File: src/rtl/ram_burst_reader_pkg.sv
// Shared definitions for the RAM burst reader and its skid buffer.
// The credit helper is kept here so any RAM reader that reuses the skid buffer applies the same rule.
package ram_burst_reader_pkg;

  typedef enum logic [1:0] {
    S_IDLE  = 2'd0,
    S_READ  = 2'd1,
    S_DRAIN = 2'd2,
    S_DONE  = 2'd3
  } state_t;

  localparam int SKID_DEPTH = 2;

  // A new read may issue only if, counting this cycle's pop, the word it returns still fits.
  function automatic logic has_credit(input logic [1:0] occupancy,
                                      input logic       inflight,
                                      input logic       pop);
    logic [2:0] used;
    used = {1'b0, occupancy} + {2'b00, inflight} - {2'b00, pop};
    return used < 3'(SKID_DEPTH);
  endfunction

endpackage

File: src/rtl/ram_read_skid_buffer.sv
// Two-entry FIFO that absorbs RAM read data while the consumer stalls.
// The output is the head register, so data and valid are stable for the whole stall.
module ram_read_skid_buffer #(
  parameter int DATA_WIDTH = 8
) (
  input  logic                  Clock,
  input  logic                  Reset,
  input  logic                  push,
  input  logic [DATA_WIDTH-1:0] push_data,
  input  logic                  pop,
  output logic [DATA_WIDTH-1:0] head_data,
  output logic                  head_valid,
  output logic [1:0]            occupancy
);

  logic [DATA_WIDTH-1:0] head;
  logic [DATA_WIDTH-1:0] tail;
  logic [1:0]            count;
  logic                  pop_ok;

  assign pop_ok     = pop && (count != 2'd0);
  assign head_data  = head;
  assign head_valid = (count != 2'd0);
  assign occupancy  = count;

  always_ff @(posedge Clock or posedge Reset) begin
    if (Reset) begin
      head  <= '0;
      tail  <= '0;
      count <= 2'd0;
    end else begin
      case ({push, pop_ok})
        2'b10: begin
          if (count == 2'd0) head <= push_data;
          else               tail <= push_data;
          count <= count + 2'd1;
        end
        2'b01: begin
          if (count == 2'd2) head <= tail;
          count <= count - 2'd1;
        end
        2'b11: begin
          // Occupancy holds; the new word lands behind whatever is still queued.
          if (count == 2'd1) begin
            head <= push_data;
          end else begin
            head <= tail;
            tail <= push_data;
          end
        end
        default: ;
      endcase
    end
  end

  a_no_overflow: assert property (@(posedge Clock) disable iff (Reset)
    !(push && !pop_ok && count == 2'd2));

endmodule

File: src/rtl/ram_burst_reader.sv
// Streams a burst of consecutive RAM words onto a valid/ready port at one word per cycle.
// Reads are credit-limited so a stalled consumer never loses a word already requested from the RAM.
module ram_burst_reader #(
  parameter int DATA_WIDTH = 8,
  parameter int ADDR_WIDTH = 16,
  parameter int LEN_WIDTH  = 8
) (
  input  logic                  Clock,
  input  logic                  Reset,
  input  logic                  iStart,
  input  logic [ADDR_WIDTH-1:0] iBaseAddress,
  input  logic [LEN_WIDTH-1:0]  iLength,
  output logic                  oBusy,
  output logic                  oReadEnable,
  output logic [ADDR_WIDTH-1:0] oReadAddress,
  input  logic [DATA_WIDTH-1:0] iReadData,
  output logic [DATA_WIDTH-1:0] oData,
  output logic                  oValid,
  input  logic                  iReady,
  output logic                  oDone
);
  import ram_burst_reader_pkg::*;

  state_t                state;
  state_t                state_next;
  logic [ADDR_WIDTH-1:0] addr;
  logic [LEN_WIDTH-1:0]  remaining;
  logic                  issue;
  logic                  pop;
  logic                  start;
  logic [1:0]            occupancy;

  // oReadEnable doubles as the inflight flag: data for it arrives at the next edge.
  assign pop   = oValid && iReady;
  assign start = (state == S_IDLE) && iStart;
  assign oBusy = (state != S_IDLE);
  assign oDone = (state == S_DONE);

  always_ff @(posedge Clock or posedge Reset) begin
    if (Reset) state <= S_IDLE;
    else       state <= state_next;
  end

  always_comb begin
    state_next = state;
    issue      = 1'b0;
    case (state)
      S_IDLE: begin
        if (iStart) state_next = (iLength == '0) ? S_DONE : S_READ;
      end
      S_READ: begin
        issue = (remaining != '0) && has_credit(occupancy, oReadEnable, pop);
        if (issue && remaining == LEN_WIDTH'(1)) state_next = S_DRAIN;
      end
      S_DRAIN: begin
        // Finished once the final word leaves and nothing else is buffered or returning.
        if (pop && occupancy == 2'd1 && !oReadEnable) state_next = S_DONE;
      end
      S_DONE: state_next = S_IDLE;
      default: state_next = S_IDLE;
    endcase
  end

  always_ff @(posedge Clock or posedge Reset) begin
    if (Reset) begin
      addr         <= '0;
      remaining    <= '0;
      oReadEnable  <= 1'b0;
      oReadAddress <= '0;
    end else begin
      oReadEnable <= issue;
      if (start) begin
        addr      <= iBaseAddress;
        remaining <= iLength;
      end else if (issue) begin
        oReadAddress <= addr;
        addr         <= addr + ADDR_WIDTH'(1);
        remaining    <= remaining - LEN_WIDTH'(1);
      end
    end
  end

  ram_read_skid_buffer #(
    .DATA_WIDTH(DATA_WIDTH)
  ) u_skid (
    .Clock     (Clock),
    .Reset     (Reset),
    .push      (oReadEnable),
    .push_data (iReadData),
    .pop       (pop),
    .head_data (oData),
    .head_valid(oValid),
    .occupancy (occupancy)
  );

  a_done_empty: assert property (@(posedge Clock) disable iff (Reset)
    (state == S_DONE) |-> (occupancy == 2'd0 && !oReadEnable));

endmodule

File: config.mk
export PLATFORM = sky130hd
export DESIGN_NAME = ram_burst_reader
export DESIGN_NICKNAME = d
export VERILOG_FILES = /design/src/rtl/ram_burst_reader_pkg.sv /design/src/rtl/ram_read_skid_buffer.sv /design/src/rtl/ram_burst_reader.sv
export SDC_FILE = /design/constraint.sdc
export NUM_CORES = 1
export LEC_CHECK = 0
export CORE_UTILIZATION = 58
export CTS_BUF_LIST = sky130_fd_sc_hd__clkbuf_2 sky130_fd_sc_hd__clkbuf_4 sky130_fd_sc_hd__clkbuf_8
export CTS_CLUSTER_SIZE = 8
export DETAILED_ROUTE_END_ITERATION = 7
export MAX_ROUTING_LAYER = met4
export PLACE_DENSITY = 0.88
export SLEW_MARGIN = 10
export SYNTH_ARGS = -nofsm -noshare
export SYNTH_HDL_FRONTEND = slang
export SYNTH_SLANG_ARGS = --single-unit
File: constraint.sdc
create_clock -name Clock -period 4.4 [get_ports Clock]
set_clock_uncertainty 0.15 [all_clocks]
set_input_delay 0.44 -clock Clock [delete_from_list [all_inputs] [get_ports Clock]]
set_output_delay 0.44 -clock Clock [all_outputs]
set_load 0.01 [all_outputs]
======== Word level (Yosys, flattened, before mapping) ========
Cells that the tools add are included.
word-level totals
  flip-flop bits (word level) ............. 61
  input bits .............................. 36
  output and inout port bits .............. 28
cells by class
  add/subtract/negate cells ............... 6
  order comparisons ....................... 1
  eq/ne operators ......................... 16
  multiplexer cells ....................... 18
  bitwise logic cells ..................... 1
  reductions and logical operators ........ 22
operators with widths
  cell                                                  count
  two-way mux 8 bit                                     7
  two-way mux 16 bit                                    2
  one-hot mux 8 bit (3 select lines)                    1
  adder 16 x 1 -> 16 bit (second input constant)        1
  one-hot mux 8 bit (2 select lines)                    1
  equality test 2 bit (second input constant)           5
  != test 2 bit (second input constant)                 5
  nonzero test 2 bit                                    5
  AND reduction 3 bit                                   3
  equality test 8 x 1 -> 1 bit (second input constant)  1
  logical NOT 8 bit                                     1
  two-way mux 2 bit                                     4
  one-hot mux 2 bit (4 select lines)                    1
  nonzero test 8 bit                                    1
  subtractor 8 x 1 -> 8 bit (second input constant)     1
  logical AND 1 bit                                     7
  equality test 2 x 1 -> 1 bit (second input constant)  3
  logical NOT 2 bit                                     2
  != test 2 x 1 -> 1 bit (second input constant)        2
  one-hot mux 2 bit (2 select lines)                    1
  adder 2 x 1 -> 3 bit                                  1
  < comparator 3 x 2 -> 1 bit (second input constant)   1
  nonzero test 3 bit                                    1
  subtractor 3 x 1 -> 3 bit                             1
  other kinds (6)                                       6

======== Logic depth before layout (Yosys ltp) ========
Gate-level depths: netlist of the first run.
  depth in word-level cells ............... 8
  depth in mapped cells ................... 16

======== Modules after synthesis ========
A second synthesis of the first run with hierarchy kept.
unflattened totals
  cell total of the unflattened synthesis .. 310
  area total of the unflattened synthesis .. 3,309.4 um^2
modules (own cells, without submodules)
  module                instances  cells an instance  area each (um^2)  seq. area each (um^2)
  ram_burst_reader      1          231                2,411.1           1,076.0
  ram_read_skid_buffer  1          79                 898.4             450.4

======== Worst setup path before layout of the first run ========
No wires, ideal clock.
  path type ............................... register to register
  start point ............................. register u_skid.count[1], in the netlist u_skid.occupancy[1]
  end point ............................... register oReadAddress[0]
  setup time .............................. 0.125 ns
  arrival time ............................ 2.836 ns
  slack ................................... 1.289 ns
  cell stages (with the launch flop) ...... 16
  path buffers ............................ 3
  period minus slack after synthesis ...... 3.111 ns
  cells stage by stage .................... dfrtp_1 -> inv_1 -> ha_1 -> inv_1 -> nand2_1 -> nor2_1 -> o21ai_0 -> fa_1 -> xnor2_1 -> and3_1 -> buf_4 -> and2_4 -> buf_6 -> nand2_8 -> buf_12 -> mux2_4
between the ends
  word-level cells in the longest chain between the ends .. 7
  elaborated cells on any way between the ends .. 8
  classes of those cells .................. add/sub: 2; order compare: 1; mux: 1; reduce/logical: 4
RTL lines
  item                                  RTL line                    RTL
  start, declared                       ram_read_skid_buffer.sv:18  logic [1:0] count;
  start signal, assigned                ram_read_skid_buffer.sv:36  count <= count + 2'd1;
  start signal, assigned                ram_read_skid_buffer.sv:40  count <= count - 2'd1;
  nonzero test 2 bit                    ram_read_skid_buffer.sv:23  assign head_valid = (count != 2'd0);
  via oValid                            ram_burst_reader.sv:18      output logic oValid,
  logical AND 1 bit                     ram_burst_reader.sv:34      assign pop = oValid && iReady;
  subtractor 3 x 1 -> 3 bit             ram_burst_reader_pkg.sv:19  used = {1'b0, occupancy} + {2'b00, inflight} - {2'b00, pop};
  < comparator 3 x 2 -> 1 bit           ram_burst_reader_pkg.sv:20  return used < 3'(SKID_DEPTH);
  logical AND 1 bit                     ram_burst_reader.sv:52      issue = (remaining != '0) && has_credit(occupancy, oReadEnable, pop);
  two-way mux 1 bit                     ram_burst_reader.sv:47      case (state)
  via issue                             ram_burst_reader.sv:28      logic issue;
  AND reduction 2 bit (no source line)  -
  end signal, assigned                  ram_burst_reader.sv:76      oReadAddress <= addr;
  end, declared                         ram_burst_reader.sv:15      output logic [ADDR_WIDTH-1:0] oReadAddress,
The timed path passes the listed nets, and every way through them passes these cells.
A chain may end at the register's enable or synchronous reset.

======== Worst setup path in the final report of the first run ========
  start point ............................. register u_skid.count[1], in the netlist u_skid.occupancy[1]
  end point ............................... register oReadAddress[8]
between the ends
  word-level cells in the longest chain between the ends .. 7
  elaborated cells on any way between the ends .. 8
  classes of those cells .................. add/sub: 2; order compare: 1; mux: 1; reduce/logical: 4
RTL lines
  item                                                          RTL line
  branches (longest 2 deep; another with adder 2 x 1 -> 3 bit)  -
  subtractor 3 x 1 -> 3 bit (*)                                 ram_burst_reader_pkg.sv:19
  < comparator 3 x 2 -> 1 bit (*)                               ram_burst_reader_pkg.sv:20
  logical AND 1 bit (*)                                         ram_burst_reader.sv:52
  two-way mux 1 bit (*)                                         ram_burst_reader.sv:47
  AND reduction 2 bit (no source line) (*)                      -
Every way passes the cells marked *.

==> results of run 1 <==
registers in the layout, indices dropped and copies added (netlist names):
name and cells:
remaining 8, oReadEnable 1, u_skid.occupancy 2, u_skid.head_data 8, state 2, addr 16
u_skid.tail 8, oReadAddress 16
logic make-up after synthesis:
| family | share of synthesized area |
|---|---|
| adder cells (fa/ha/maj) | 0.06840 |
| flip-flops | 0.4742 |
| multiplexers | 0.1150 |
| XOR/XNOR | 0.05441 |
| AND/OR/NAND/NOR | 0.1566 |
| buffers and inverters | 0.03925 |
| AO/OA/AOI/OAI | 0.09211 |
layer usage:
layer  GRT usage  share of wire  routed length, um
met1      0.3347           0.45               3094
met3     0.04910          0.044                305
met2      0.3919           0.48               3323
met4      0.1404          0.031                218
met5           -              0                  0
worst max-delay path: stages, from the launching register on:
cell     delay [ns]
dfrtp_1        0.46
inv_1          0.10
ha_1           0.19
inv_1          0.11
nand2_1        0.14
nor2_1         0.19
o21ai_0        0.14
fa_1           0.39
xnor2_1        0.19
and3_1         0.56
and2_4         0.34
nand2_8        0.14
mux2_4         0.35
per-stage QoR:
stage / cell area, sq um / hold slack [ns] / utilization / cells
finish: 4086 / 0.2466 / 0.7802 / 437
detailed placement: 3886 / 0.3485 / 0.7420 / 421
global placement: 3886 / 0.3378 / 0.7420 / 421
CTS: 4086 / 0.2516 / 0.7802 / 437
global route: 4086 / 0.2820 / 0.7802 / 437
floorplan: 3219 / 0.3303 / - / 296
cell type report:
type / count / area [sq um] / area share
inverter: 16 / 60.06 / 0.01470
clock inverter: 4 / 47.55 / 0.01164
tap: 70 / 87.58 / 0.02143
timing repair buffer: 65 / 645.6 / 0.1580
clock buffer: 12 / 152.6 / 0.03735
multi-input combinational: 209 / 1567 / 0.3833
sequential: 61 / 1526 / 0.3735
layout by cell type (no fill, tap or decap), types with 5 or more instances in the layout:
cell	synthesis	routed
clkbuf_8	0	10
xnor2_1	6	6
nor2_1	28	28
a22oi_1	8	8
ha_1	16	16
a31oi_1	5	5
mux2_4	10	10
nand3_1	7	7
clkdlybuf4s50_1	0	63
mux2_2	16	16
o21ai_0	17	17
dfrtp_1	61	61
a21oi_1	16	16
inv_1	16	15
nand2_1	16	16
xor2_1	14	14
nand4_1	12	12
report_power, final:
| part | switching [mW] | internal (mW) |
|---|---|---|
| Combinational | 0.663 | 0.742 |
| Sequential | 0.263 | 0.852 |
| Clock | 0.215 | 0.288 |
worst max path at each step:
stage                                        to  slack, ns  cells past startpoint
floorplan           oReadAddress[0]$_DFFE_PP0P_       1.29                     15
CTS                 oReadAddress[8]$_DFFE_PP0P_       0.80                     12
global route               addr[10]$_DFFE_PP0P_       0.51                     12
detailed placement         addr[10]$_DFFE_PP0P_       0.77                     10
global placement    oReadAddress[6]$_DFFE_PP0P_       0.90                     10
finish              oReadAddress[8]$_DFFE_PP0P_       0.80                     12
==> metrics.cfg, run 1 <==
[timing]
maxSlewHeadroom = 0.4221
fmax_mhz = 277.6
worst_slew_pin_slew_ns = 0.8578
worst_slack_ns = 0.7972
period_share = 0.8188
setup_viol = 0
hold_viol = 0
slew_violations = 0
final.setup.tns_ns = 0
post-route-min-period_ns = 3.603
rsz0062_at_grt = no

[clock_network]
cts_tree = yes
postCtsSetupRepairBufs = 0
cts_resized = 0
clock_latency_ns = 0.34
clockRootBuffer = clkbuf_8
cts.sinks = 61
cts_buffers = 9
cts_buffer_depth = 2
ctsHtreeMaxLevel = 3
clk_pin_slew_worst_paths_ns = 0.07
ctsHoldBuffers = 0

[routing]
via_count = 2492
drtPass1Iterations = 4
route.detailed.drc = 0
wl_um = 6941
drt_first_iter_violations = 206
wl_per_cell_um = 15.88
antenna_left = 0
via_per_inst = 5.703

[synth]
async_flop_share = 1.000
ys_ff_latch = 61
synth_edf_count = 0
syn_area_sq_um = 3219
syn_nets = 349
ys_seq_area_frac = 0.4742
synth_top_area_frac = 0.4742
synth_most_common_cell = dfrtp_1
synth_cells = 296
yosys-top-cells-count = dfrtp_1, nor2_1, o21ai_0
synth_cell_types = 40
synthTopCellsByArea = dfrtp_1, ha_1, mux2_2
ys.flop_type = dfrtp_1
synth.avg_cell_area_sq_um = 10.88
synth_area_leader_cell = dfrtp_1
yosys_warnings = 0

[finish]
fill_cells = 362
area_growth_pct = 26.93
fin_nets = 415
diodes = 0
drive_gt1_frac = 0.1362

[power_and_ir_drop]
powerDensity_nw_per_um2 = 739.7
p_leak_nw = 1.736
finalPower_mw = 3.023
ir_drop_uv = 407.7

[critical_path]
end_kind = flip-flop
crit_path_max_fanout = 18
rr_startpoint = u_skid.occupancy[1]$_DFFE_PP0P_
crit_type = flip-flop to flip-flop
startpoint_type = flip-flop
required_ns = 4.46
regToRegSetupSlack_ns = 0.80
arrival_ns = 3.67
reg2regPathDepth = 12
critPathLaunch = u_skid.occupancy[1]$_DFFE_PP0P_
r2r_end = oReadAddress[8]$_DFFE_PP0P_

[placement]
place_hpwl_um = 4826
io_buffers = 63
place_congestion = 0.7974
place_ws_ns = 0.7690

[min_path]
hold_path_class = input port to async pin

[floorplan]
die_h_um = 76.50
start_util = 0.6147
die_area_sq_um = 5852
rows = 26
core_sq_um = 5238
io-pin-count = 64
die_w_um = 76.50

[grt]
overflow = 0
grtUsageTotal = 0.2606
antenna_found_initial = 0
grt_pass1_vias = 2456
grt_first_pass_wirelength_um = 11530
grt_start_max_net_pins = 46

[outcome]
status = complete, no violations

[flow_run]
drv_cap = 0

(Power assumes the default switching activity.)
==> run 2, diff against run 1 <==
Settings changed: CORE_UTILIZATION 58 to 53, PLACE_DENSITY 0.88 to 0.82.
Clock period 4.4 ns to 3.4 ns, I/O delays scaled along.
==> metrics.cfg, run 2 (synthesis results as in run 1) <==
[outcome]
status = complete, no violations  ; unchanged

[critical_path]
crit_type = flip-flop to flip-flop  ; unchanged
arrival_ns = 3.28  ; was 3.67 ns
regToRegSetupSlack_ns = 0.18  ; was 0.80 ns
reg2regPathDepth = 12  ; unchanged
crit_path_max_fanout = 16  ; was 18
rr_startpoint = u_skid.occupancy[0]$_DFFE_PP0P_  ; was u_skid.occupancy[1]$_DFFE_PP0P_
startpoint_type = flip-flop  ; unchanged
required_ns = 3.46  ; was 4.46 ns
critPathLaunch = u_skid.occupancy[0]$_DFFE_PP0P_  ; was u_skid.occupancy[1]$_DFFE_PP0P_
r2r_end = oReadAddress[5]$_DFFE_PP0P_  ; was oReadAddress[8]$_DFFE_PP0P_
end_kind = flip-flop  ; unchanged

[finish]
top_regs = addr: 16 flops, oReadAddress: 16 flops  ; unchanged
final_cell_mix = clkdlybuf4s50_1, dfrtp_1, nor2_1  ; unchanged
area_growth_pct = 27.71  ; was 26.93%
fin_nets = 420  ; was 415
drive_gt1_frac = 0.1478  ; was 0.1362
diodes = 0  ; unchanged
layout_commonest_cell = clkdlybuf4s50_1  ; unchanged

[floorplan]
core_sq_um = 5886  ; was 5238 sq um
die_h_um = 79.94  ; was 76.50 um
start_util = 0.5470  ; was 0.6147
io-pin-count = 64  ; unchanged
die_area_sq_um = 6390  ; was 5852 sq um
die_w_um = 79.94  ; was 76.50 um
rows = 28  ; was 26

[grt]
grt_start_max_net_pins = 27  ; was 46
grt_pass1_vias = 2465  ; was 2456
grt_first_pass_wirelength_um = 11180  ; was 11530 um
grtUsageTotal = 0.2359  ; was 0.2606
antenna_found_initial = 0  ; unchanged
overflow = 0  ; unchanged

[clock_network]
cts.sinks = 61  ; unchanged
ctsHtreeMaxLevel = 3  ; unchanged
clock_latency_ns = 0.33  ; was 0.34 ns
ctsHoldBuffers = 0  ; unchanged
clk_pin_slew_worst_paths_ns = 0.07  ; about the same
cts_buffer_depth = 2  ; unchanged
cts_tree = yes  ; unchanged
cts_resized = 0  ; unchanged
cts_buffers = 9  ; unchanged
clockRootBuffer = clkbuf_8  ; unchanged
postCtsSetupRepairBufs = 0  ; unchanged

[routing]
wl_um = 6810  ; was 6941 um
antenna_left = 0  ; unchanged
via_per_inst = 5.559  ; was 5.703
route.detailed.drc = 0  ; unchanged
drt_first_iter_violations = 211  ; was 206
drtPass1Iterations = 6  ; was 4
wl_per_cell_um = 15.23  ; was 15.88 um
via_count = 2485  ; was 2492

[power_and_ir_drop]
clkPwrFrac = 0.152  ; was 0.166
switchingPower_mw = 1.459  ; was 1.141 mW
seq_power_share = 0.370  ; was 0.369
powerDensity_nw_per_um2 = 938.8  ; was 739.7 nW/um^2
p_comb_frac = 0.478  ; was 0.465
p_int_mw = 2.401  ; was 1.881 mW
ir_drop_uv = 634.6  ; was 407.7 uV
switching_share = 0.3779  ; was 0.3776
finalPower_mw = 3.860  ; was 3.023 mW
p_leak_nw = 1.753  ; was 1.736 nW

[placement]
io_buffers = 63  ; unchanged
place_hpwl_um = 4994  ; was 4826 um
place_congestion = 0.9414  ; was 0.7974

[timing]
period_share = 0.9473  ; was 0.8188
worst_slew_pin_slew_ns = 0.6578  ; was 0.8578 ns
maxSlewHeadroom = 0.5614  ; was 0.4221
hold_viol = 0  ; unchanged
setup_viol = 0  ; unchanged
fmax_mhz = 310.5  ; was 277.6 MHz
rsz0062_at_grt = no  ; unchanged
post-route-min-period_ns = 3.221  ; was 3.603 ns
slew_violations = 0  ; unchanged
final.setup.tns_ns = 0  ; unchanged

[min_path]
hold_path_class = input port to async pin  ; unchanged

[flow_run]
drv_cap = 0  ; unchanged

run 2: cell count changes in the layout (fill, tap and decap cells not counted), sizes merged:
cell / change
bufinv: -1
buf: +5
clkinv: +1
run 2: worst max path at each step:
stage | to | slack [ns]
detailed placement | oReadAddress[3]$_DFFE_PP0P_ | 0.22
global placement | oReadAddress[9]$_DFFE_PP0P_ | 0.33
finish | oReadAddress[5]$_DFFE_PP0P_ | 0.18
floorplan | oReadAddress[0]$_DFFE_PP0P_ | 0.29
global route | addr[8]$_DFFE_PP0P_ | 0.03
CTS | oReadAddress[5]$_DFFE_PP0P_ | 0.22
run 2: area by class of cell:
class / instances / area (sq um)
tap: 75 / 93.84
timing repair buffer: 70 / 683.2
fill: 442 / 1774
multi-input combinational: 209 / 1567
clock inverter: 4 / 22.52
clock buffer: 12 / 158.9
sequential: 61 / 1526
inverter: 16 / 60.06
run 2: critical path: stages (launching register included):
cell and delay (ns):
dfrtp_1 0.41, inv_1 0.09, ha_1 0.21, inv_1 0.11, nand2_1 0.14, nor2_1 0.19, o21ai_0 0.14, fa_1 0.40
xnor2_1 0.19, and3_1 0.30, and2_4 0.26, nand2_8 0.14, mux2_4 0.36
run 2: power groups by stage:
stage,Sequential [mW],Clock (mW),Combinational [mW]
2_1_floorplan,1.43,0,1.18
3_3_place_gp,1.41,0,1.78
3_5_place_dp,1.44,0,1.85
4_1_cts,1.43,0.595,1.86
5_1_grt,1.48,0.626,2.03
6_report,1.43,0.586,1.85
run 2: layer usage:
metal | vias up | GRT usage | share of wire
li1 | 1185 | - | -
met1 | 1204 | 0.2910 | 0.44
met2 | 81 | 0.3855 | 0.49
met3 | 15 | 0.04686 | 0.053
met4 | 0 | 0.08571 | 0.017
met5 | - | - | 0
run 2: metrics by stage:
stage	worst slack, ns	hold WS, ns	instances	instance area, sq um	utilization
floorplan	0.2887	0.3068	296	3219	-
global placement	0.3260	0.3390	431	3930	0.6677
detailed placement	0.2168	0.3439	431	3930	0.6677
CTS	0.2179	0.1563	447	4111	0.6986
global route	0.02744	0.1684	447	4111	0.6986
finish	0.1793	0.1492	447	4111	0.6986
